===== config.mk =====
export PLATFORM = sky130hd
export DESIGN_NAME = uart_tx_arbiter_flat
export DESIGN_NICKNAME = d
export VERILOG_FILES = /design/src/rtl/uart_tx_arbiter_if.sv /design/src/rtl/uart_tx_arbiter.sv /design/src/flat_wrapper.sv
export SDC_FILE = /design/constraint.sdc
export NUM_CORES = 1
export LEC_CHECK = 0
export ABC_CLOCK_PERIOD_IN_PS = 2009
export CAP_MARGIN = 20
export CORE_AREA = 8 8 59 61
export DETAILED_ROUTE_END_ITERATION = 10
export DIE_AREA = 0 0 67 69
export PLACE_DENSITY = 0.8
export RECOVER_POWER = 25
export SKIP_LAST_GASP = 1
export SLEW_MARGIN = 20
export SYNTH_ARGS = -nofsm -noshare
export SYNTH_HDL_FRONTEND = slang
export SYNTH_SLANG_ARGS = --single-unit

===== constraint.sdc =====
create_clock -name clk -period 2.01 [get_ports clk]
set_input_delay 0.402 -clock clk [delete_from_list [all_inputs] [get_ports clk]]
set_output_delay 0.402 -clock clk [all_outputs]
set_load 0.005 [all_outputs]

===== src/rtl/uart_tx_arbiter_if.sv =====
// Purpose : requester-side handshake bundle between two byte sources (A, B) and uart_tx_arbiter.
// Latency : none, plain wires; a_ready/b_ready are driven combinationally by the arbiter.
// Backpressure: a source holds *_valid/*_data until it sees its one-cycle *_ready pulse.
// Ports   : a_valid/a_data, b_valid/b_data from the sources; a_ready/b_ready back from the arbiter.
//           modport master = byte source side, modport slave = arbiter side.
interface uart_tx_arbiter_if #(
   parameter int DATA_BITS = 8
);
   logic                 a_valid;
   logic [DATA_BITS-1:0] a_data;
   logic                 a_ready;
   logic                 b_valid;
   logic [DATA_BITS-1:0] b_data;
   logic                 b_ready;

   modport master (
      output a_valid, a_data, b_valid, b_data,
      input  a_ready, b_ready
   );

   modport slave (
      input  a_valid, a_data, b_valid, b_data,
      output a_ready, b_ready
   );
endinterface


===== src/rtl/uart_tx_arbiter.sv =====
// Purpose : round-robin share of one 8N1-style UART TX line between requesters A and B.
// Latency : accept in IDLE (ready same cycle); start bit at the next baud strobe, at most one baud period + 1 clk.
// Backpressure: ready pulses only in IDLE; a held valid simply waits until the current frame ends.
// Ports   : clk, reset_n (synchronous, active-low), baud_tick (baud generator MSB level),
//           req (slave modport: a/b valid, data, ready), tx (registered line, idle high),
//           busy, grant_b (1 = frame from B), frame_done (pulse in the cycle the last stop bit ends).
module uart_tx_arbiter #(
   parameter int DATA_BITS = 8,
   parameter int STOP_BITS = 1
) (
   input  logic             clk,
   input  logic             reset_n,
   input  logic             baud_tick,
   uart_tx_arbiter_if.slave req,
   output logic             tx,
   output logic             busy,
   output logic             grant_b,
   output logic             frame_done
);

   // Bit counter must reach DATA_BITS itself, so size it for DATA_BITS+1 values.
   localparam int BCW = $clog2(DATA_BITS + 1);
   localparam int SCW = 2;

   localparam logic [BCW-1:0] BC_LAST = BCW'(DATA_BITS);
   localparam logic [BCW-1:0] BC_ONE  = BCW'(1);
   localparam logic [SCW-1:0] SC_LAST = SCW'(STOP_BITS);
   localparam logic [SCW-1:0] SC_ONE  = SCW'(1);

   typedef enum logic [2:0] {
      S_IDLE,
      S_ALIGN,
      S_START,
      S_DATA,
      S_STOP
   } state_t;

   state_t               state_q,    state_d;
   logic                 tick_q;
   logic [DATA_BITS-1:0] shift_q,    shift_d;
   logic [BCW-1:0]       bit_cnt_q,  bit_cnt_d;
   logic [SCW-1:0]       stop_cnt_q, stop_cnt_d;
   logic                 tx_q,       tx_d;
   logic                 busy_q,     busy_d;
   logic                 grant_b_q,  grant_b_d;
   // Priority pointer: 0 = A wins a tie, 1 = B wins a tie.
   logic                 ptr_b_q,    ptr_b_d;

   logic strobe;
   logic take_a;
   logic take_b;
   logic done;

   always_comb begin
      // The baud input is a level; only its rising edge advances the frame.
      strobe = baud_tick & ~tick_q;

      take_a = 1'b0;
      take_b = 1'b0;
      if (state_q == S_IDLE) begin
         if (req.a_valid && (!req.b_valid || !ptr_b_q)) begin
            take_a = 1'b1;
         end else if (req.b_valid) begin
            take_b = 1'b1;
         end
      end

      state_d    = state_q;
      shift_d    = shift_q;
      bit_cnt_d  = bit_cnt_q;
      stop_cnt_d = stop_cnt_q;
      tx_d       = tx_q;
      busy_d     = busy_q;
      grant_b_d  = grant_b_q;
      ptr_b_d    = ptr_b_q;
      done       = 1'b0;

      case (state_q)
         S_IDLE: begin
            tx_d = 1'b1;
            if (take_a || take_b) begin
               shift_d   = take_b ? req.b_data : req.a_data;
               grant_b_d = take_b;
               // Loser of this round gets priority next time.
               ptr_b_d   = take_a;
               busy_d    = 1'b1;
               state_d   = S_ALIGN;
            end
         end

         // Frame start is asynchronous to the baud phase; wait for a
         // strobe so the start bit lasts a full baud period.
         S_ALIGN: begin
            if (strobe) begin
               tx_d    = 1'b0;
               state_d = S_START;
            end
         end

         S_START: begin
            if (strobe) begin
               tx_d      = shift_q[0];
               shift_d   = shift_q >> 1;
               bit_cnt_d = BC_ONE;
               state_d   = S_DATA;
            end
         end

         S_DATA: begin
            if (strobe) begin
               if (bit_cnt_q < BC_LAST) begin
                  tx_d      = shift_q[0];
                  shift_d   = shift_q >> 1;
                  bit_cnt_d = bit_cnt_q + BC_ONE;
               end else begin
                  tx_d       = 1'b1;
                  stop_cnt_d = SC_ONE;
                  state_d    = S_STOP;
               end
            end
         end

         S_STOP: begin
            if (strobe) begin
               if (stop_cnt_q < SC_LAST) begin
                  stop_cnt_d = stop_cnt_q + SC_ONE;
               end else begin
                  done    = 1'b1;
                  busy_d  = 1'b0;
                  state_d = S_IDLE;
               end
            end
         end

         default: begin
            tx_d    = 1'b1;
            busy_d  = 1'b0;
            state_d = S_IDLE;
         end
      endcase
   end

   always_ff @(posedge clk) begin
      if (!reset_n) begin
         state_q    <= S_IDLE;
         // Starts high so a baud level already high at release is not an edge.
         tick_q     <= 1'b1;
         shift_q    <= '0;
         bit_cnt_q  <= '0;
         stop_cnt_q <= '0;
         tx_q       <= 1'b1;
         busy_q     <= 1'b0;
         grant_b_q  <= 1'b0;
         ptr_b_q    <= 1'b0;
      end else begin
         state_q    <= state_d;
         tick_q     <= baud_tick;
         shift_q    <= shift_d;
         bit_cnt_q  <= bit_cnt_d;
         stop_cnt_q <= stop_cnt_d;
         tx_q       <= tx_d;
         busy_q     <= busy_d;
         grant_b_q  <= grant_b_d;
         ptr_b_q    <= ptr_b_d;
      end
   end

   // Pulses are masked during reset so nothing looks accepted or finished
   // while the block is being cleared.
   assign req.a_ready = reset_n & take_a;
   assign req.b_ready = reset_n & take_b;
   assign frame_done  = reset_n & done;

   assign tx      = tx_q;
   assign busy    = busy_q;
   assign grant_b = grant_b_q;

endmodule

===== src/flat_wrapper.sv =====
// flat-port wrapper written by rule: the top's interface ports become plain ports
module uart_tx_arbiter_flat 
#(
   parameter int DATA_BITS = 8,
   parameter int STOP_BITS = 1
)
  (clk, reset_n, baud_tick, tx, busy, grant_b, frame_done, req_a_valid, req_a_data, req_b_valid, req_b_data, req_a_ready, req_b_ready);
  uart_tx_arbiter_if #(.DATA_BITS(DATA_BITS)) req_i ();
  input  logic clk;
  input  logic reset_n;
  input  logic baud_tick;
  output logic tx;
  output logic busy;
  output logic grant_b;
  output logic frame_done;
  input wire logic [$bits(req_i.a_valid)-1:0] req_a_valid;
  input wire logic [$bits(req_i.a_data)-1:0] req_a_data;
  input wire logic [$bits(req_i.b_valid)-1:0] req_b_valid;
  input wire logic [$bits(req_i.b_data)-1:0] req_b_data;
  output wire logic [$bits(req_i.a_ready)-1:0] req_a_ready;
  output wire logic [$bits(req_i.b_ready)-1:0] req_b_ready;
  assign req_i.a_valid = req_a_valid;
  assign req_i.a_data = req_a_data;
  assign req_i.b_valid = req_b_valid;
  assign req_i.b_data = req_b_data;
  assign req_a_ready = req_i.a_ready;
  assign req_b_ready = req_i.b_ready;
  uart_tx_arbiter #(.DATA_BITS(DATA_BITS), .STOP_BITS(STOP_BITS)) u_core (.clk(clk), .reset_n(reset_n), .baud_tick(baud_tick), .req(req_i), .tx(tx), .busy(busy), .grant_b(grant_b), .frame_done(frame_done));
endmodule

# --- Yosys cells after proc, flatten, opt, wreduce, memory -nomap -nowiden ---
# Cells that the tools add are included.
classes:
  bitwise: 7
  reduce_logical: 17
  add_sub_neg: 2
  n_mux: 40
  n_eq_ne: 13
  order_cmp: 2
ops:
  columns: ["op", "n"]
  rows:
  - ["8-bit 2-to-1 mux", 5]
  - ["8-bit case mux with 3 select lines", 1]
  - ["3-bit 2-to-1 mux", 7]
  - ["1-bit 2-to-1 mux", 15]
  - ["3-bit case mux with 5 select lines", 1]
  - ["4-bit 2-to-1 mux", 3]
  - ["2-bit by 1-bit != test with 1-bit output, second input constant", 6]
  - ["4-bit AND reduction", 3]
  - ["5-bit AND reduction", 2]
  - ["2-bit 2-to-1 mux", 4]
  - ["4-bit case mux with 2 select lines", 1]
  - ["7-bit AND reduction", 1]
  - ["3-bit by 2-bit equality test with 1-bit output, second input constant", 2]
  - ["2-bit != test, second input constant", 3]
  - ["4-bit by 1-bit adder with 4-bit output, second input constant", 1]
  - ["1-bit bitwise AND", 4]
  - ["4-bit less-than comparator, second input constant", 1]
  - ["1-bit case mux with 4 select lines", 1]
  - ["2-bit case mux with 2 select lines", 1]
  - ["2-bit nonzero test", 2]
  - ["3-bit by 1-bit equality test with 1-bit output, second input constant", 1]
  - ["3-bit equality test, second input constant", 1]
  - ["3-bit zero test", 1]
  - ["1-bit NOT", 3]
  - ["other kinds (9)", 11]
totals:
  out_inout_bits: 6
  input_bits: 21
  wordCells: 90
  register_bits: 22

# --- Depth between registers and ports, before layout ---
logic_depth:
  ltp_word: 8
  depth_mapped: 6
  depth_no_buf: 6

# --- Worst setup path before layout ---
# OpenSTA, ideal clock, no wires.
synth_path:
  path_kind: "in2out"
  from: "input port reset_n"
  to: "output port frame_done"
  arrival_time_ps: 1220
  stages: 3
  n_path_buf: 1
  t_required_ps: 1608
  setup_slack_ps: 388
  path_cell_list: "clkbuf_1 -> clkinv_1 -> nor4_1"
synth_via:
  elab_chain_cells: 1
synth_rtl:
  columns: ["item", "line", "rtl"]
  rows:
  - ["start, declared", "flat_wrapper.sv:10", "input logic reset_n;"]
  - ["1-bit bitwise AND", "uart_tx_arbiter.sv:172", "assign frame_done = reset_n & done;"]
  - ["end, declared", "flat_wrapper.sv:15", "output logic frame_done;"]
# Every way passes these cells.

# --- Worst setup path in the final report ---
layout_path:
  from: "input port reset_n"
  to: "output port req_b_ready"
layout_via:
  elab_chain_cells: 1
layout_rtl:
  columns: ["item", "line", "rtl"]
  rows:
  - ["1-bit bitwise AND", "uart_tx_arbiter.sv:171", "assign req.b_ready = reset_n & take_b;"]
  - ["end, declared", "flat_wrapper.sv:21", "output wire logic [$bits(req_i.b_ready)-1:0] req_b_ready;"]
# Every way passes these cells.

==> flow_summary.toml <==
[routing]
drtPass1Iterations = 4
number_of_drc_markers_after_the_initial_detailed_route_iteration = 79
routed_wl_mm = 3.57
drtAntennaViolNets = 0
route.detailed.vias_per_inst = 6.13
vias = 1366
wire_per_inst_um = 16.0
drc_violation_count_after_routing = 0

[final_layout]
final_area_mm2 = 0.00181
seqCellArea_um2 = 440
final_layout_size_suffix_gt1_frac = 0.240
layout.filler_cells = 218
multiInputGateArea_um2 = 795
fin_nets = 216
mostFrequentLayoutCell = "sky130_fd_sc_hd__buf_4"
highest_count_cells_in_the_layout_ignoring_fill_and_taps = "sky130_fd_sc_hd__buf_4 (26), sky130_fd_sc_hd__clkdlybuf4s50_1 (23), sky130_fd_sc_hd__dfxtp_1 (22)"
flow.area_growth_from_synthesis_pct = 39.2
diodes = 0

[cts]
worstSkewPairLatency_ns = 0.31
numCtsBuffers = 3
clock_tree.htree_level_count = 1
tritoncts = "built"
max-clock-path-buffers = 2
cts.reportedPaths.clkPinSlew_ns = 0.12
ctsRootBufferMaster = "sky130_fd_sc_hd__clkbuf_4"
clock-sinks = 22

[power_and_ir_drop]
cell_area_power_density_mw_per_mm2 = 562
seq_power_share = 0.479
power.internal_w = 0.000733
switching_share = 0.279
switchingPower_w = 0.000284
p_comb_frac = 0.277
peak_supply_drop_uv = 495
part_of_the_total_power_dissipated_in_the_clock_network = 0.244
p_leak_nw = 0.776

[sta]
totalNegativeSetupSlack_ns = 0
timing_hold_violations_final = 0
final-setup-viol-count = 0
max-slew-margin-rel = 0.754
period_needed_ns = 1.91
final_max_slew_viol_count = 0
rsz0062_at_grt = "false"
max_clock_freq_mhz = 523
worst_clock_skew_ns = 0.00193
tightest_slew_ns = 0.369
fin_crit_sh = 0.951

[synthesis]
syn_area_per_cell_um2 = 9.02
number_of_synthesized_flops_with_an_enable_pin = 0
ys_seq_elements = 22
synth_fp_nets = 167
synthFlopType = "sky130_fd_sc_hd__dfxtp_1"
synth_cells = 144
synth_area_mm2 = 0.00130
postSynth.asyncResetShare = 0
synth-seq-area-share = 0.339
synth_cell_type_count = 46
yosysWarningCount = 0

[hold_path]
worst_hold_path_type = "reg -> reg"

[place]
globalplace.congestion = 0.872
io_buffer_count = 26
dpl-instance-area_mm2 = 0.00170
detailedPlacementHpwl_mm = 2.61

[grt]
grtUsageMet1 = 0.210
wire_length_of_the_first_global_routing_pass_mm = 5.93
grt_util_all_layers = 0.153
largest_net_degree_at_the_start_of_global_routing = 18
number_of_antenna_violations_at_the_first_check_in_global_routing = 0
grt.busiest_layer = "met2"
grt_use_met2 = 0.232
number_of_global_route_vias_before_repair = 1253
globalRouteOverflowTotal = 0
met3_layer_usage_reported_by_global_route = 0.0291

[die]
die_outline_area_mm2 = 0.00462
die_w_um = 67
floorplan.rows = 19
fp.dieH_um = 69
core-area_mm2 = 0.00262
io_pins = 27
initial_core_util = 0.497

[setup_path]
timing.critical_path.to_type = "output port"
crit_fanout = 9
cp-start-kind = "primary input"
rrSetupSlack_ns = 0.39
cp_data_required_time_ns = 1.61
timing.critical_path.arrival_ns = 1.51
timing_worst_setup_path_type = "in -> out"

[job]
max-cap-violations = 0

[outcome]
status = "finished, final reports clean"
## power by group through the flow
stage | registers (W) | logic, W | clock network, W
4_1_cts | 0.000486 | 0.000259 | 0.000258
3_3_place_gp | 0.000494 | 0.000252 | 0
3_5_place_dp | 0.000495 | 0.000258 | 0
2_1_floorplan | 0.000491 | 0.000143 | 0
6_report | 0.000487 | 0.000282 | 0.000248
5_1_grt | 0.000491 | 0.000305 | 0.000275
## stage by stage
step	cells	hold slack [ns]	utilization	power, W	setup slack [ns]
3_3_place_gp	211	0.447	0.651	0.000746	-0.229
3_5_place_dp	211	0.456	0.651	0.000754	-0.236
2_1_floorplan	144	0.435	-	0.000634	0.388
5_1_grt	223	0.504	0.691	0.00107	0.000853
6_report	223	0.475	0.691	0.00102	0.0990
4_1_cts	215	0.474	0.664	0.00100	-0.219
## cell usage after synthesis, types with 2 or more instances
| cell type | instances | area, µm² |
|---|---|---|
| sky130_fd_sc_hd__a21oi_1 | 15 | 75.1 |
| sky130_fd_sc_hd__a311oi_1 | 2 | 17.5 |
| sky130_fd_sc_hd__a41o_1 | 7 | 70.1 |
| sky130_fd_sc_hd__and3_1 | 2 | 12.5 |
| sky130_fd_sc_hd__and4bb_1 | 2 | 25.0 |
| sky130_fd_sc_hd__buf_2 | 2 | 10.0 |
| sky130_fd_sc_hd__buf_6 | 2 | 22.5 |
| sky130_fd_sc_hd__clkbuf_1 | 5 | 18.8 |
| sky130_fd_sc_hd__dfxtp_1 | 22 | 440 |
| sky130_fd_sc_hd__ha_1 | 2 | 25.0 |
| sky130_fd_sc_hd__inv_1 | 3 | 11.3 |
| sky130_fd_sc_hd__nand2_1 | 10 | 37.5 |
| sky130_fd_sc_hd__nand2b_1 | 5 | 31.3 |
| sky130_fd_sc_hd__nand3_1 | 4 | 20.0 |
| sky130_fd_sc_hd__nand4_1 | 5 | 31.3 |
| sky130_fd_sc_hd__nor2_1 | 6 | 22.5 |
| sky130_fd_sc_hd__nor2b_1 | 8 | 50.1 |
| sky130_fd_sc_hd__nor3_1 | 2 | 10.0 |
| sky130_fd_sc_hd__o211a_1 | 2 | 20.0 |
| sky130_fd_sc_hd__o211ai_1 | 7 | 52.6 |
| sky130_fd_sc_hd__o41ai_1 | 4 | 35.0 |
| sky130_fd_sc_hd__o41ai_2 | 3 | 48.8 |
## per-layer routing
layer	share of wire	wire, µm
met5	0	0
met3	0.067	240
met1	0.44	1570
met2	0.48	1710
met4	0.013	45
## registers in the layout, summed over array words and instances, names as in the netlist, 2 cells and up
signal / count
u_core.bit_cnt_q: 4
u_core.shift_q: 8
u_core.state_q: 3
u_core.stop_cnt_q: 2
## worst max-delay path: stages
cell and delay [ns]:
sky130_fd_sc_hd__clkdlybuf4s50_1 0.52, sky130_fd_sc_hd__inv_2 0.06, sky130_fd_sc_hd__buf_4 0.17, sky130_fd_sc_hd__nor2_1 0.11, sky130_fd_sc_hd__dlygate4sd2_1 0.24
## cell families after synthesis
logic type	share of synthesized area
mux	0.0164
compound gates	0.329
buf+inv	0.0568
flops	0.339
fa+ha+maj	0.0193
simple gates	0.239
## final timing paths
path,start,endpoint,cells past startpoint
setup reg to reg,u_core.state_q[1],u_core.shift_q[3],5
hold reg to reg,u_core.stop_cnt_q[1],u_core.stop_cnt_q[1],2
hold / removal,u_core.stop_cnt_q[1],u_core.stop_cnt_q[1],2
setup / recovery,reset_n,req_b_ready,5
## area by class of cell
cell class              count  area share
clock buffers               4      0.0201
inverters                   4     0.00830
multi-input cells         108       0.439
flip-flops and latches     22       0.244
well taps                  31      0.0215
repair buffers             54       0.267
## timing repair
action | CTS | global route
hold buffers | 0 | 0
pin swaps | 0 | 1
setup buffers | 0 | 8
endpoints found under the hold margin | 0 | 0
setup endpoints to repair | 3 | 3
gates resized for setup | 3 | 7
Power figures use the tool's default switching activity.
